===== config.mk =====
export PLATFORM = sky130hd
export DESIGN_NAME = pipeline_hazard_ctrl
export DESIGN_NICKNAME = d
export VERILOG_FILES = /design/src/rtl/pipeline_hazard_ctrl.sv
export SDC_FILE = /design/constraint.sdc
export NUM_CORES = 1
export LEC_CHECK = 0
export ABC_AREA = 1
export CORE_AREA = 2 2 59 61
export DETAILED_ROUTE_END_ITERATION = 12
export DIE_AREA = 0 0 61 63
export GPL_TIMING_DRIVEN = 0
export PLACE_DENSITY_LB_ADDON = 0.1
export SLEW_MARGIN = 30
export SYNTH_ARGS = -nofsm -noshare
export SYNTH_HDL_FRONTEND = slang
export SYNTH_SLANG_ARGS = --single-unit

===== constraint.sdc =====
create_clock -name clk -period 2.27 [get_ports clk]
set_input_delay 0.681 -clock clk [delete_from_list [all_inputs] [get_ports clk]]
set_output_delay 0.681 -clock clk [all_outputs]
set_load 0.02 [all_outputs]

===== src/rtl/pipeline_hazard_ctrl.sv =====
// Pipeline hazard controller: turns memory stalls, flushes and load-use hazards
// into per-stage freeze/clear controls, and tracks halt, timeout and stall count.
module pipeline_hazard_ctrl #(
  parameter int unsigned TIMEOUT = 64,
  parameter int unsigned CNT_W   = 16
) (
  input  logic             clk,
  input  logic             global_rst_n,
  input  logic             dmem_req,
  input  logic             dmem_stall,
  input  logic             dmem_done,
  input  logic             imem_stall,
  input  logic             load_use_hazard,
  input  logic             branch_flush,
  input  logic             halt_EM,
  output logic             pc_freeze,
  output logic             freeze_FD,
  output logic             freeze_DE,
  output logic             freeze_EM,
  output logic             freeze_MWB,
  output logic             clr_FD,
  output logic             clr_DE,
  output logic             clr_EM,
  output logic             clr_MWB,
  output logic             halted,
  output logic             err,
  output logic [1:0]       state,
  output logic [CNT_W-1:0] stall_cycles
);

  localparam int unsigned TW = (TIMEOUT > 1) ? $clog2(TIMEOUT) : 1;

  typedef enum logic [1:0] {
    ST_RUN     = 2'b00,
    ST_DWAIT   = 2'b01,
    ST_HALTED  = 2'b10,
    ST_ILLEGAL = 2'b11
  } state_e;

  state_e           state_q, state_d;
  logic [TW-1:0]    tmo_q, tmo_d;
  logic             err_q, err_d;
  logic             halted_q, halted_d;
  logic [CNT_W-1:0] stall_q, stall_d;

  logic dstall_run;
  logic in_halt;
  logic mem_hold;

  // A completing access beats a concurrent stall indication.
  assign dstall_run = dmem_req & dmem_stall & ~dmem_done;

  always_ff @(posedge clk or negedge global_rst_n) begin
    if (!global_rst_n) begin
      state_q  <= ST_RUN;
      tmo_q    <= '0;
      err_q    <= 1'b0;
      halted_q <= 1'b0;
      stall_q  <= '0;
    end else begin
      state_q  <= state_d;
      tmo_q    <= tmo_d;
      err_q    <= err_d;
      halted_q <= halted_d;
      stall_q  <= stall_d;
    end
  end

  always_comb begin
    state_d = state_q;
    tmo_d   = tmo_q;
    err_d   = err_q;
    case (state_q)
      ST_RUN: begin
        if (dstall_run) begin
          state_d = ST_DWAIT;
          tmo_d   = '0;
        end else if (halt_EM) begin
          state_d = ST_HALTED;
        end
      end
      ST_DWAIT: begin
        if (dmem_done) begin
          state_d = halt_EM ? ST_HALTED : ST_RUN;
        end else if (tmo_q == TW'(TIMEOUT - 1)) begin
          err_d   = 1'b1;
          state_d = ST_HALTED;
        end else begin
          tmo_d = tmo_q + TW'(1);
        end
      end
      default: state_d = ST_HALTED;
    endcase

    halted_d = halted_q | ((state_d != ST_RUN) && (state_d != ST_DWAIT));

    stall_d = stall_q;
    if (!in_halt && pc_freeze && (stall_q != '1)) begin
      stall_d = stall_q + CNT_W'(1);
    end
  end

  // A DWAIT cycle that sees dmem_done falls through to the ordinary RUN priority chain.
  always_comb begin
    in_halt    = (state_q == ST_HALTED) || (state_q == ST_ILLEGAL);
    mem_hold   = ((state_q == ST_RUN) && dstall_run) ||
                 ((state_q == ST_DWAIT) && !dmem_done);
    pc_freeze  = 1'b0;
    freeze_FD  = 1'b0;
    freeze_DE  = 1'b0;
    freeze_EM  = 1'b0;
    freeze_MWB = 1'b0;
    clr_FD     = 1'b0;
    clr_DE     = 1'b0;
    clr_EM     = 1'b0;
    clr_MWB    = 1'b0;
    if (in_halt) begin
      pc_freeze  = 1'b1;
      freeze_FD  = 1'b1;
      freeze_DE  = 1'b1;
      freeze_EM  = 1'b1;
      freeze_MWB = 1'b1;
    end else if (mem_hold) begin
      pc_freeze = 1'b1;
      freeze_FD = 1'b1;
      freeze_DE = 1'b1;
      freeze_EM = 1'b1;
      clr_MWB   = 1'b1;
    end else if (branch_flush) begin
      clr_FD = 1'b1;
      clr_DE = 1'b1;
    end else if (load_use_hazard) begin
      pc_freeze = 1'b1;
      freeze_FD = 1'b1;
      clr_DE    = 1'b1;
    end else if (imem_stall) begin
      pc_freeze = 1'b1;
      clr_FD    = 1'b1;
    end
  end

  assign state        = state_q;
  assign err          = err_q;
  assign halted       = halted_q;
  assign stall_cycles = stall_q;

endmodule

; ---- After elaboration in Yosys (flattened, before gate mapping)
; Cells that the tools add are included.
[classes]
eq_ne = 9
n_addsub = 2
mux = 30
n_reduce_logical = 14
n_bitwise = 4
[ops]
columns = op, n
row1 = $mux W1, 20
row2 = $mux W6, 3
row3 = $add A16 B1 Y16 const B, 1
row4 = $ne A16 B16 Y1 const B, 1
row5 = $pmux W6 S2, 1
row6 = $mux W2, 5
row7 = $add A6 B1 Y6 const B, 1
row8 = $eq A6 B6 Y1 const B, 1
row9 = $ne A2 B2 Y1 const B, 3
row10 = $logic_and A1 B1 Y1, 5
row11 = $eq A2 B2 Y1 const B, 2
row12 = $pmux W2 S2, 1
row13 = $reduce_and A4 Y1, 1
row14 = $reduce_bool A2 Y1, 2
row15 = $reduce_and A3 Y1, 1
row16 = $and A1 B1 Y1, 2
row17 = $eq A2 B1 Y1 const B, 1
row18 = $logic_not A1 Y1, 2
row19 = $logic_not A2 Y1, 1
row20 = $logic_or A1 B1 Y1, 2
row21 = $ne A2 B1 Y1 const B, 1
row22 = $not A1 Y1, 1
row23 = $or A1 B1 Y1, 1
[totals]
elab_cells = 64
in_bits = 9
output_inout_bits = 29
regBits = 26

; ---- Depth between registers and ports, before layout
[depth]
word_depth = 8
mapped_depth = 10
mapped_depth_nobuf = 9

; ---- Least setup slack after synthesis
; Ideal clock, no wire load.
[synth_path]
kind = input-to-output
from = in dmem_req
to = out clr_FD
path_slack_ps = -301
t_arrival_ps = 1890
path_buffers = 0
cell_stages = 7
required_ps = 1589
path_cell_list = nand2_1 -> nor2_1 -> nand2_1 -> nand2_1 -> nor2_1 -> o21ai_0 -> nor2_1
[synth_between]
elab_chain_cells = 6
[synth_lines]
columns = element, line
row1 = "start, declared", 9  ; input logic dmem_req,
row2 = $and A1 B1 Y1 (2 in a row), 51  ; assign dstall_run = dmem_req & dmem_stall & ~dmem_done;
row3 = $logic_and A1 B1 Y1, 106  ; mem_hold = ((state_q == ST_RUN) && dstall_run) ||
row4 = $logic_or A1 B1 Y1, 106
row5 = $mux W1, 123  ; end else if (mem_hold) begin
row6 = $mux W1, 117  ; if (in_halt) begin
row7 = "end, declared", 21  ; output logic clr_FD,
; Every way passes these cells.

; ---- Worst setup path after layout
[layout_path]
from = in imem_stall
to = out pc_freeze
[layout_between]
elab_chain_cells = 5
[layout_lines]
columns = element, line
row1 = "start, declared", 12  ; input logic imem_stall,
row2 = $mux W1, 136  ; end else if (imem_stall) begin
row3 = $mux W1, 132  ; end else if (load_use_hazard) begin
row4 = $mux W1, 129  ; end else if (branch_flush) begin
row5 = $mux W1, 123
row6 = $mux W1, 117
row7 = "end, declared", 16  ; output logic pc_freeze,
; Every way passes these cells.

==> key figures <==
Detailed routing
  – Drt initial violations: 117
  – Via Count: roughly 1,700
  – DRC: 0
  – DR vias/cell: roughly 5
  – Antenna-violating nets left: 0
  – Wire length per cell: around 12 um
  – Final WL: roughly 4200 um
  – Initial DRT Pass Iterations: 4

Finish
  – Multi-input logic area: approximately 940 um2
  – # fillers: between 200 and 300
  – # diodes: 0
  – Layout cells sized above 1: about 23%
  – Layout area overhead: 39.1%
  – Final net count: 311
  – Storage cell area: approximately 650 um2

Critical path
  – CP Class: input pin to primary output
  – Worst r2r path cells: 15
  – Startpoint Class: input pin
  – Worst setup EP type: primary output
  – Critical Path RT: ~1600 ps
  – Worst path max stage delay: approximately 440 ps
  – Reg-to-Reg End: stall_cycles[8]
  – Crit path max fanout: 2
  – Critical Path AT: around 1500 ps
  – Reg2reg start: state[1]
  – R2r setup slk: ~100 ps
  – Max stage delay cell, worst path: clkdlybuf4s50_1
  – CP cell instances: clkdlybuf4s50_1 -> o21ai_2 -> nand2_1 -> buf_2

Logic synthesis
  – Yosys warning count: 0
  – Synthesized flop and latch total: 26
  – Cells after Synth: 241
  – Synth unique cells: 26
  – Most used DFF post-synth: dfrtp_1
  – Asr flop ratio synth: between 90% and 100%
  – Post-Syn Nets: approximately 250
  – Post-synth EDFFs: 0
  – Mapped Area: ~1700 um2
  – Sequential share of the synthesized area: roughly two fifths
  – Avg Synthesized Cell Area: about 7 um2

Clock tree
  – Clk buf depth: 2
  – Worst-skew pair later-pin latency: roughly 330 ps
  – CTS Sinks: 26
  – # H-tree levels: 1
  – CTS tree: yes
  – Root Driver: clkbuf_4
  – Hold Buf Count CTS: 0
  – Number of buffers created by CTS: 3
  – Clock Pin Slew Worst Setup and Hold Paths: roughly 150 ps

Place
  – DP Wirelength: between 2000 and 3000 um
  – RePlAce Congestion: between 0.8 and 0.9
  – Number of I/O port buffers: 36

Floorplanning
  – Die area: ~3800 um2
  – Row cnt: 21
  – I/O pins: 38
  – Die Width: ~61 um
  – Initial core utilization: between 50 and 60%
  – Die extent in y: about 63 um
  – Core box area: between 3000 and 4000 um2

Run status
  – Status: complete, no violations

Hold path
  – Min-Delay Path Class: input pin to async pin

Timing
  – Tcrit/Tclk final: 97.2%
  – Final hold slack: roughly 330 ps
  – # setup viols final: 0
  – Worst-Margin Slew: a little under 600 ps
  – Maximum clock rate: approximately 0.45 GHz
  – Setup Skew: approximately 5.9 ps
  – Setup TNS: 0 ps
  – Normalized max-slew margin: 60.4%
  – Final worst path period need: 2210 ps
  – Final Hold Fails: 0
  – Final Max Slew Viols: 0

Power and ir drop
  – Leak Pwr: between 1 and 1.5 nW
  – Power Density: roughly 360 nW/um2
  – Peak supply drop: roughly 0.19 mV

Global route
  – Number of global-route vias before repair: roughly 1,600
  – Total track usage: approximately 23%
  – Initial antenna violation count: 0
  – Largest net degree at the start of global routing: 27
  – Grt ovf: 0
  – Global-route wire length before repair: just under 7000 um

Job
  – Max-Cap Viols: 0
[cell usage after synthesis (2+ instances only)]
cell / instances / share of area (%)
buf_4: 3 / 1.3
dfrtp_1: 26 / 39
ha_1: 2 / 1.5
inv_1: 24 / 5.4
nand2_1: 96 / 22
nand2_2: 3 / 1.1
nand3_1: 14 / 4.2
nand4_1: 14 / 5.2
nor2_1: 23 / 5.2
nor2_2: 2 / 0.75
nor2_4: 3 / 2.0
o21ai_0: 9 / 2.7
or2_2: 3 / 1.1
xnor2_1: 2 / 1.0
xor2_1: 6 / 3.1
[metrics by stage]
step                utilization (%)  power, mW  std cells  setup WS, ps  area [um2]
global route                   72.0      0.858        345         -2.86        2330
CTS                            69.3      0.829        337          1.02        2240
floorplan                         -      0.483        241          9.19        1690
global placement               65.3      0.508        323          -806        2110
detailed placement             65.1      0.507        323          -827        2100
finish                         72.0      0.829        345          63.2        2330
[routing by layer]
layer | GRT usage [%] | share of wire, % | vias up
met2 | 34.9 | 48 | 41
li1 | - | - | 865
met5 | 0 | 0 | -
met1 | 32.3 | 46 | 809
met3 | 2.90 | 3.8 | 11
met4 | 10.9 | 2.1 | 0
[registers in the layout, summed over array words and instances, names as in the netlist]
signal / flops
err: 1
stall_cycles: 16
halted: 1
tmo_q: 6
state: 2
[worst max-delay path by stage]
stage               slack (ps)        from               to  depth (start not counted)
floorplan                    9    dmem_req           clr_FD                          7
global placement          -810   dmem_done           clr_DE                          8
detailed placement        -830   dmem_done           clr_DE                          8
CTS                          1  dmem_stall           clr_DE                          9
global route                -3    state[1]  stall_cycles[8]                         15
finish                      60  imem_stall        pc_freeze                          4
[timing repair]
item | CTS | global route
pin swaps | 6 | 12
buffers inserted | 9 | 8
gates resized for setup | 52 | 14
setup endpoints to repair | 7 | 22
gates cloned | 1 | 0
[cell families after synthesis]
kind of cell | synth area share (%)
compound gates | 3.29
other cells | 0.224
buf+inv | 8.38
xor+xnor | 4.19
flops | 38.9
simple gates | 43.5
fa+ha+maj | 1.50
[critical path, delay by kind of cell]
kind / cells / cell delay, ps
AOI/OAI and AO/OA: 1 / 170
buffers and inverters: 2 / 600
and+or+nand+nor: 1 / 70
[cell usage in the layout (no fill, tap or decap), drive strengths merged]
| cell type | count |
|---|---|
| nand2 | 100 |
| buf | 31 |
| nor2 | 28 |
| dfrtp | 26 |
| inv | 25 |
| clkdlybuf4s50 | 23 |
| nand3 | 16 |
| nand4 | 14 |
| o21ai | 10 |
| xor2 | 6 |
| clkbuf | 6 |
| or2 | 3 |
| xnor2 | 2 |
| ha | 2 |
| dlygate4sd2 | 2 |
| clkinv | 1 |
| a21oi | 1 |
| conb | 1 |
| bufinv | 1 |
| dlymetal6s2s | 1 |
[cell type report]
class / count / area share, %
Sequential cell: 26 / 28.0
Timing Repair Buffer: 54 / 20.2
Multi-Input combinational cell: 183 / 40.5
Tap cell: 46 / 2.47
Clock inverter: 1 / 1.29
Clock buffer: 3 / 0.968
Buffer: 6 / 2.31
Inverter: 26 / 4.20
[power by group]
part           switching (mW)  internal [mW]
clock                   0.146          0.179
combinational          0.0240         0.0175
sequential                  0          0.463
No activity file was read; power rests on OpenSTA's default activity.
